`config.mk`:
```
export PLATFORM = sky130hd
export DESIGN_NAME = truth_table_exerciser_flat
export DESIGN_NICKNAME = d
export VERILOG_FILES = /design/src/rtl/truth_table_exerciser_if.sv /design/src/rtl/truth_table_exerciser.sv /design/src/flat_wrapper.sv
export SDC_FILE = /design/constraint.sdc
export NUM_CORES = 1
export LEC_CHECK = 0
export ABC_AREA = 1
export ABC_CLOCK_PERIOD_IN_PS = 1800
export BUFFER_PORTS_ARGS = -buffer_cell sky130_fd_sc_hd__buf_2
export CAP_MARGIN = 20
export CORE_MARGIN = 1
export CORE_UTILIZATION = 35
export DETAILED_ROUTE_END_ITERATION = 8
export PLACE_DENSITY_LB_ADDON = 0.3
export SKIP_CTS_REPAIR_TIMING = 1
export SYNTH_ARGS = -nofsm -noshare
export SYNTH_HDL_FRONTEND = slang
export SYNTH_SLANG_ARGS = --single-unit
```
`constraint.sdc`:
```
create_clock -name clk -period 1.8 [get_ports clk]
set_input_delay 0.09 -clock clk [delete_from_list [all_inputs] [get_ports clk]]
set_output_delay 0.09 -clock clk [all_outputs]
set_load 0.01 [all_outputs]
```
`src/rtl/truth_table_exerciser_if.sv`:
```
// Signal bundle between the truth-table exerciser and its environment
// (the combinational block under test plus whatever launches runs).
interface truth_table_exerciser_if #(
  parameter int unsigned N_IN = 3
);
  localparam int unsigned NVEC = 1 << N_IN;

  logic              start;
  logic [N_IN-1:0]   drv;
  logic              resp;
  logic              busy;
  logic              done;
  logic              pass;
  logic [NVEC-1:0]   captured;
  logic [N_IN:0]     err_count;
  logic              err_valid;
  logic [N_IN-1:0]   first_err_idx;

  modport master (
    input  start, resp,
    output drv, busy, done, pass, captured, err_count, err_valid, first_err_idx
  );

  modport slave (
    output start, resp,
    input  drv, busy, done, pass, captured, err_count, err_valid, first_err_idx
  );
endinterface

```
`src/rtl/truth_table_exerciser.sv`:
```
// Walks every input vector of a small combinational block, samples its Y after
// a settle time and checks it against an expected truth table.
module truth_table_exerciser #(
  parameter int unsigned          N_IN     = 3,
  parameter int unsigned          SETTLE   = 4,
  parameter logic [2**N_IN-1:0]   EXPECTED = 8'hE0
) (
  input  logic                    clk,
  input  logic                    rst_n,
  truth_table_exerciser_if.master bus
);
  localparam int unsigned NVEC = 1 << N_IN;
  localparam int unsigned WW   = (SETTLE > 1) ? $clog2(SETTLE) : 1;

  typedef enum logic [1:0] {
    S_IDLE,
    S_SETTLE,
    S_SAMPLE,
    S_DONE
  } state_e;

  state_e            state_q, state_d;
  logic [N_IN-1:0]   drv_q, drv_d;
  logic [WW-1:0]     wait_cnt_q, wait_cnt_d;
  logic              busy_q, busy_d;
  logic              done_q, done_d;
  logic              pass_q, pass_d;
  logic [NVEC-1:0]   captured_q, captured_d;
  logic [N_IN:0]     err_count_q, err_count_d;
  logic              err_valid_q, err_valid_d;
  logic [N_IN-1:0]   first_err_idx_q, first_err_idx_d;
  logic              mismatch_c;

  // Case-inequality so an X/Z response is flagged rather than silently matching.
  assign mismatch_c = (bus.resp !== EXPECTED[drv_q]);

  always_comb begin
    state_d         = state_q;
    drv_d           = drv_q;
    wait_cnt_d      = wait_cnt_q;
    pass_d          = pass_q;
    captured_d      = captured_q;
    err_count_d     = err_count_q;
    err_valid_d     = err_valid_q;
    first_err_idx_d = first_err_idx_q;

    case (state_q)
      S_IDLE: begin
        if (bus.start) begin
          captured_d      = '0;
          err_count_d     = '0;
          err_valid_d     = 1'b0;
          first_err_idx_d = '0;
          pass_d          = 1'b0;
          drv_d           = '0;
          wait_cnt_d      = '0;
          state_d         = S_SETTLE;
        end
      end
      S_SETTLE: begin
        if (wait_cnt_q == WW'(SETTLE - 1)) begin
          state_d = S_SAMPLE;
        end else begin
          wait_cnt_d = wait_cnt_q + WW'(1);
        end
      end
      S_SAMPLE: begin
        captured_d[drv_q] = bus.resp;
        if (mismatch_c) begin
          err_count_d = err_count_q + (N_IN + 1)'(1);
          if (!err_valid_q) begin
            first_err_idx_d = drv_q;
            err_valid_d     = 1'b1;
          end
        end
        // Last vector: pass is decided from the count including this sample.
        if (drv_q == N_IN'(NVEC - 1)) begin
          state_d = S_DONE;
          pass_d  = (err_count_d == '0);
        end else begin
          drv_d      = drv_q + N_IN'(1);
          wait_cnt_d = '0;
          state_d    = S_SETTLE;
        end
      end
      S_DONE: begin
        drv_d   = '0;
        state_d = S_IDLE;
      end
      default: state_d = S_IDLE;
    endcase

    busy_d = (state_d != S_IDLE);
    done_d = (state_d == S_DONE);
  end

  always_ff @(posedge clk or negedge rst_n) begin
    if (!rst_n) begin
      state_q         <= S_IDLE;
      drv_q           <= '0;
      wait_cnt_q      <= '0;
      busy_q          <= 1'b0;
      done_q          <= 1'b0;
      pass_q          <= 1'b0;
      captured_q      <= '0;
      err_count_q     <= '0;
      err_valid_q     <= 1'b0;
      first_err_idx_q <= '0;
    end else begin
      state_q         <= state_d;
      drv_q           <= drv_d;
      wait_cnt_q      <= wait_cnt_d;
      busy_q          <= busy_d;
      done_q          <= done_d;
      pass_q          <= pass_d;
      captured_q      <= captured_d;
      err_count_q     <= err_count_d;
      err_valid_q     <= err_valid_d;
      first_err_idx_q <= first_err_idx_d;
    end
  end

  assign bus.drv           = drv_q;
  assign bus.busy          = busy_q;
  assign bus.done          = done_q;
  assign bus.pass          = pass_q;
  assign bus.captured      = captured_q;
  assign bus.err_count     = err_count_q;
  assign bus.err_valid     = err_valid_q;
  assign bus.first_err_idx = first_err_idx_q;
endmodule

```
`src/flat_wrapper.sv`:
```
// flat-port wrapper written by rule: the top's interface ports become plain ports
module truth_table_exerciser_flat 
#(
  parameter int unsigned          N_IN     = 3,
  parameter int unsigned          SETTLE   = 4,
  parameter logic [2**N_IN-1:0]   EXPECTED = 8'hE0
)
  (clk, rst_n, bus_start, bus_resp, bus_drv, bus_busy, bus_done, bus_pass, bus_captured, bus_err_count, bus_err_valid, bus_first_err_idx);
  truth_table_exerciser_if #(.N_IN(N_IN)) bus_i ();
  input  logic clk;
  input  logic rst_n;
  input wire logic [$bits(bus_i.start)-1:0] bus_start;
  input wire logic [$bits(bus_i.resp)-1:0] bus_resp;
  output wire logic [$bits(bus_i.drv)-1:0] bus_drv;
  output wire logic [$bits(bus_i.busy)-1:0] bus_busy;
  output wire logic [$bits(bus_i.done)-1:0] bus_done;
  output wire logic [$bits(bus_i.pass)-1:0] bus_pass;
  output wire logic [$bits(bus_i.captured)-1:0] bus_captured;
  output wire logic [$bits(bus_i.err_count)-1:0] bus_err_count;
  output wire logic [$bits(bus_i.err_valid)-1:0] bus_err_valid;
  output wire logic [$bits(bus_i.first_err_idx)-1:0] bus_first_err_idx;
  assign bus_i.start = bus_start;
  assign bus_i.resp = bus_resp;
  assign bus_drv = bus_i.drv;
  assign bus_busy = bus_i.busy;
  assign bus_done = bus_i.done;
  assign bus_pass = bus_i.pass;
  assign bus_captured = bus_i.captured;
  assign bus_err_count = bus_i.err_count;
  assign bus_err_valid = bus_i.err_valid;
  assign bus_first_err_idx = bus_i.first_err_idx;
  truth_table_exerciser #(.N_IN(N_IN), .SETTLE(SETTLE), .EXPECTED(EXPECTED)) u_core (.clk(clk), .rst_n(rst_n), .bus(bus_i));
endmodule
```
==> impl_metrics.json <==
{
  "grt_max_degree": 27,
  "numCtsBuffers": 3,
  "gp_congestion": 0.8609,
  "initial_core_util_pct": 37.95,
  "fin_crit_sh_pct": 86.79,
  "cp-end-kind": "flop",
  "grt_antenna_before_repair": 0,
  "ys_types": 22,
  "clkTransAtPathRegs_ns": 0.09,
  "internal-power_uw": 1145,
  "pwr-share-comb_pct": 28.2,
  "insertion_delay_ns": 0.27,
  "core.rowCount": 21,
  "hp-class": "input port to flop",
  "outcome": "completed",
  "drc": 0,
  "vias_per_cell": 4.630,
  "arrival_ns": 1.73,
  "vias": 1088,
  "wire_per_inst_um": 11.50,
  "worst_pin_slew_ns": 0.5782,
  "grt_use_total_pct": 15.45,
  "drive_above_1_share_pct": 23.81,
  "area_delta_synth_final_pct": 20.15,
  "syn_nets": 168,
  "clockBufferDepth": 2,
  "clkPwrFrac_pct": 28.0,
  "drt-initial-drc-count": 62,
  "max-cap-violations": 0,
  "leakage_uw": 0.0008347,
  "synthDominantCellAreaShare_pct": 49.43,
  "yosysTopAreaCell": "dfrtp_1",
  "fin_nets": 199,
  "dieArea_um2": 4010,
  "diodes": 0,
  "p_switching_uw": 591.0,
  "grt_pass1_wl_mm": 4.795,
  "cp-start-kind": "flop",
  "finClkSkew_ns": 0.002694,
  "synthesis.area_um2": 1316,
  "port_buffers": 25,
  "cp_data_required_time_ns": 1.97,
  "synthArstFlopShare_pct": 100.0,
  "max_freq_ghz": 0.6401,
  "yosysMostFrequentCell": "nand2_1",
  "syn_inst": 159,
  "tritoncts": "yes",
  "clock_sinks": 26,
  "vdd_drop_max_uv": 355.1,
  "ant_nets": 0,
  "htree_levels": 1,
  "die_w_um": 63.33,
  "overflow": 0,
  "synth.area.top_cells": "dfrtp_1 49%, nand2_1 13%, nand3_1 5.7%, ha_1 4.8%, a21oi_1 3.8%",
  "setup_viol": 0,
  "routed_wl_mm": 2.702,
  "swShare_pct": 34.04,
  "synth_seq_cells": 26,
  "die_y_um": 63.33,
  "rsz0062_at_grt": "false",
  "drv_slew": 0,
  "tns_ns": 0,
  "hold_violations": 0,
  "ys_warn_count": 0,
  "grt_pass1_vias": 1060,
  "ios": 26,
  "nFillCells": 359,
  "path_max_fanout": 8,
  "multi_input_area_um2": 579.3,
  "yosys-top-cells-count": "46 x nand2_1, 26 x dfrtp_1, 15 x nand3_1",
  "yosysSeqAreaShare_pct": 49.43,
  "first_pass_iters": 4,
  "fin_hold_ws_ns": 0.1542,
  "critPathKind": "flop to flop",
  "relSlewSlack_pct": 61.46,
  "core_region_area_um2": 3468,
  "power.density_nw_per_um2": 1098,
  "regArea_um2": 651.9,
  "cts_root_buf": "clkbuf_8",
  "dp_hpwl_mm": 1.995,
  "fin_crit_ns": 1.562,
  "synth.avg_cell_area_um2": 8.278,
  "synth_flop_cell": "dfrtp_1",
  "synth_edf_count": 0,
  "seqPwrFrac_pct": 43.8
}
-- cell usage in the layout, fill, tap and decap left out, drive strengths merged --
cell type	count
or2	1
nand4	1
xor2	1
o22ai	3
bufinv	1
nand3	16
nand2	49
ha	5
nor3	3
a21oi	10
inv	16
and2	1
dlygate4sd3	1
dfrtp	26
o21ai	13
buf	28
clkinv	1
nor2	10
clkbuf	3
-- worst paths after layout --
| path | from | endpoint | slack [ns] | depth (start not counted) |
|---|---|---|---|---|
| min reg2reg | u_core.wait_cnt_q[0] | u_core.wait_cnt_q[0] | 0.49 | 1 |
| max in group asynchronous | rst_n | u_core.bus.drv[1] | 1.05 | 2 |
| max reg2reg | u_core.bus.drv[1] | u_core.bus.first_err_idx[1] | 0.24 | 10 |
| min | bus_start | u_core.bus.busy | 0.15 | 5 |
| max | u_core.bus.drv[1] | u_core.bus.first_err_idx[1] | 0.24 | 10 |
| min in group asynchronous | rst_n | u_core.state_q[1] | 0.34 | 2 |
-- metrics by stage --
stage | power (µW) | std cells | instance area (µm²) | utilization [%] | setup slack (ns)
global route | 1882 | 235 | 1582 | 45.60 | 0.02557
finish | 1736 | 235 | 1582 | 45.60 | 0.2379
detailed placement | 1268 | 230 | 1499 | 43.22 | 0.1454
floorplan | 1106 | 159 | 1316 | - | 0.2889
CTS | 1760 | 234 | 1570 | 45.27 | 0.1293
global placement | 1258 | 230 | 1499 | 43.22 | 0.2204
-- area by class of cell --
type | instances | share of cell area (%)
clock inverter | 1 | 1.899
timing repair buffer | 29 | 9.968
sequential | 26 | 41.22
inverter | 17 | 4.035
clock buffer | 3 | 2.611
multi-input combinational | 113 | 36.63
tap | 46 | 3.639
-- metal layers --
metal / GRT usage (%) / up-vias / wire length (µm)
li1: - / 575 / -
met1: 21.34 / 481 / 1395
met2: 23.40 / 28 / 1163
met3: 2.899 / 4 / 103
met4: 6.818 / 0 / 39
met5: 0 / - / 0
-- kinds of logic after synthesis --
| kind of cell | after synthesis | share of synthesized area [%] |
|---|---|---|
| compound gates | 26 | 10.46 |
| flops | 26 | 49.43 |
| xor+xnor | 1 | 0.6655 |
| buf+inv | 20 | 6.559 |
| fa+ha+maj | 5 | 4.753 |
| simple gates | 81 | 28.14 |
-- critical path: stages (launching register included) --
cell and delay [ns]:
dfrtp_2 0.47, inv_1 0.13, ha_1 0.19, inv_1 0.08, nand2_1 0.07, nand2_1 0.09, nand2_2 0.09, nand2_1 0.08
nand3_2 0.12, nand2_1 0.09, o21ai_1 0.06
-- power by group through the flow --
| stage | sequential [µW] | clock, µW | combinational [µW] |
|---|---|---|---|
| after floorplan | 784 | 0 | 322 |
| after global placement | 767 | 0 | 492 |
| after detailed placement | 774 | 0 | 494 |
| after CTS | 762 | 501 | 497 |
| after global routing | 781 | 527 | 573 |
| final | 761 | 485 | 490 |
-- sequential cells by signal, summed over array words and instances (netlist names), 2 cells and up --
name and cells:
u_core.bus.captured 8, u_core.bus.err_count 4, u_core.bus.drv 3, u_core.bus.first_err_idx 3, u_core.state_q 2, u_core.wait_cnt_q 2
Power figures use the tool's default switching activity.
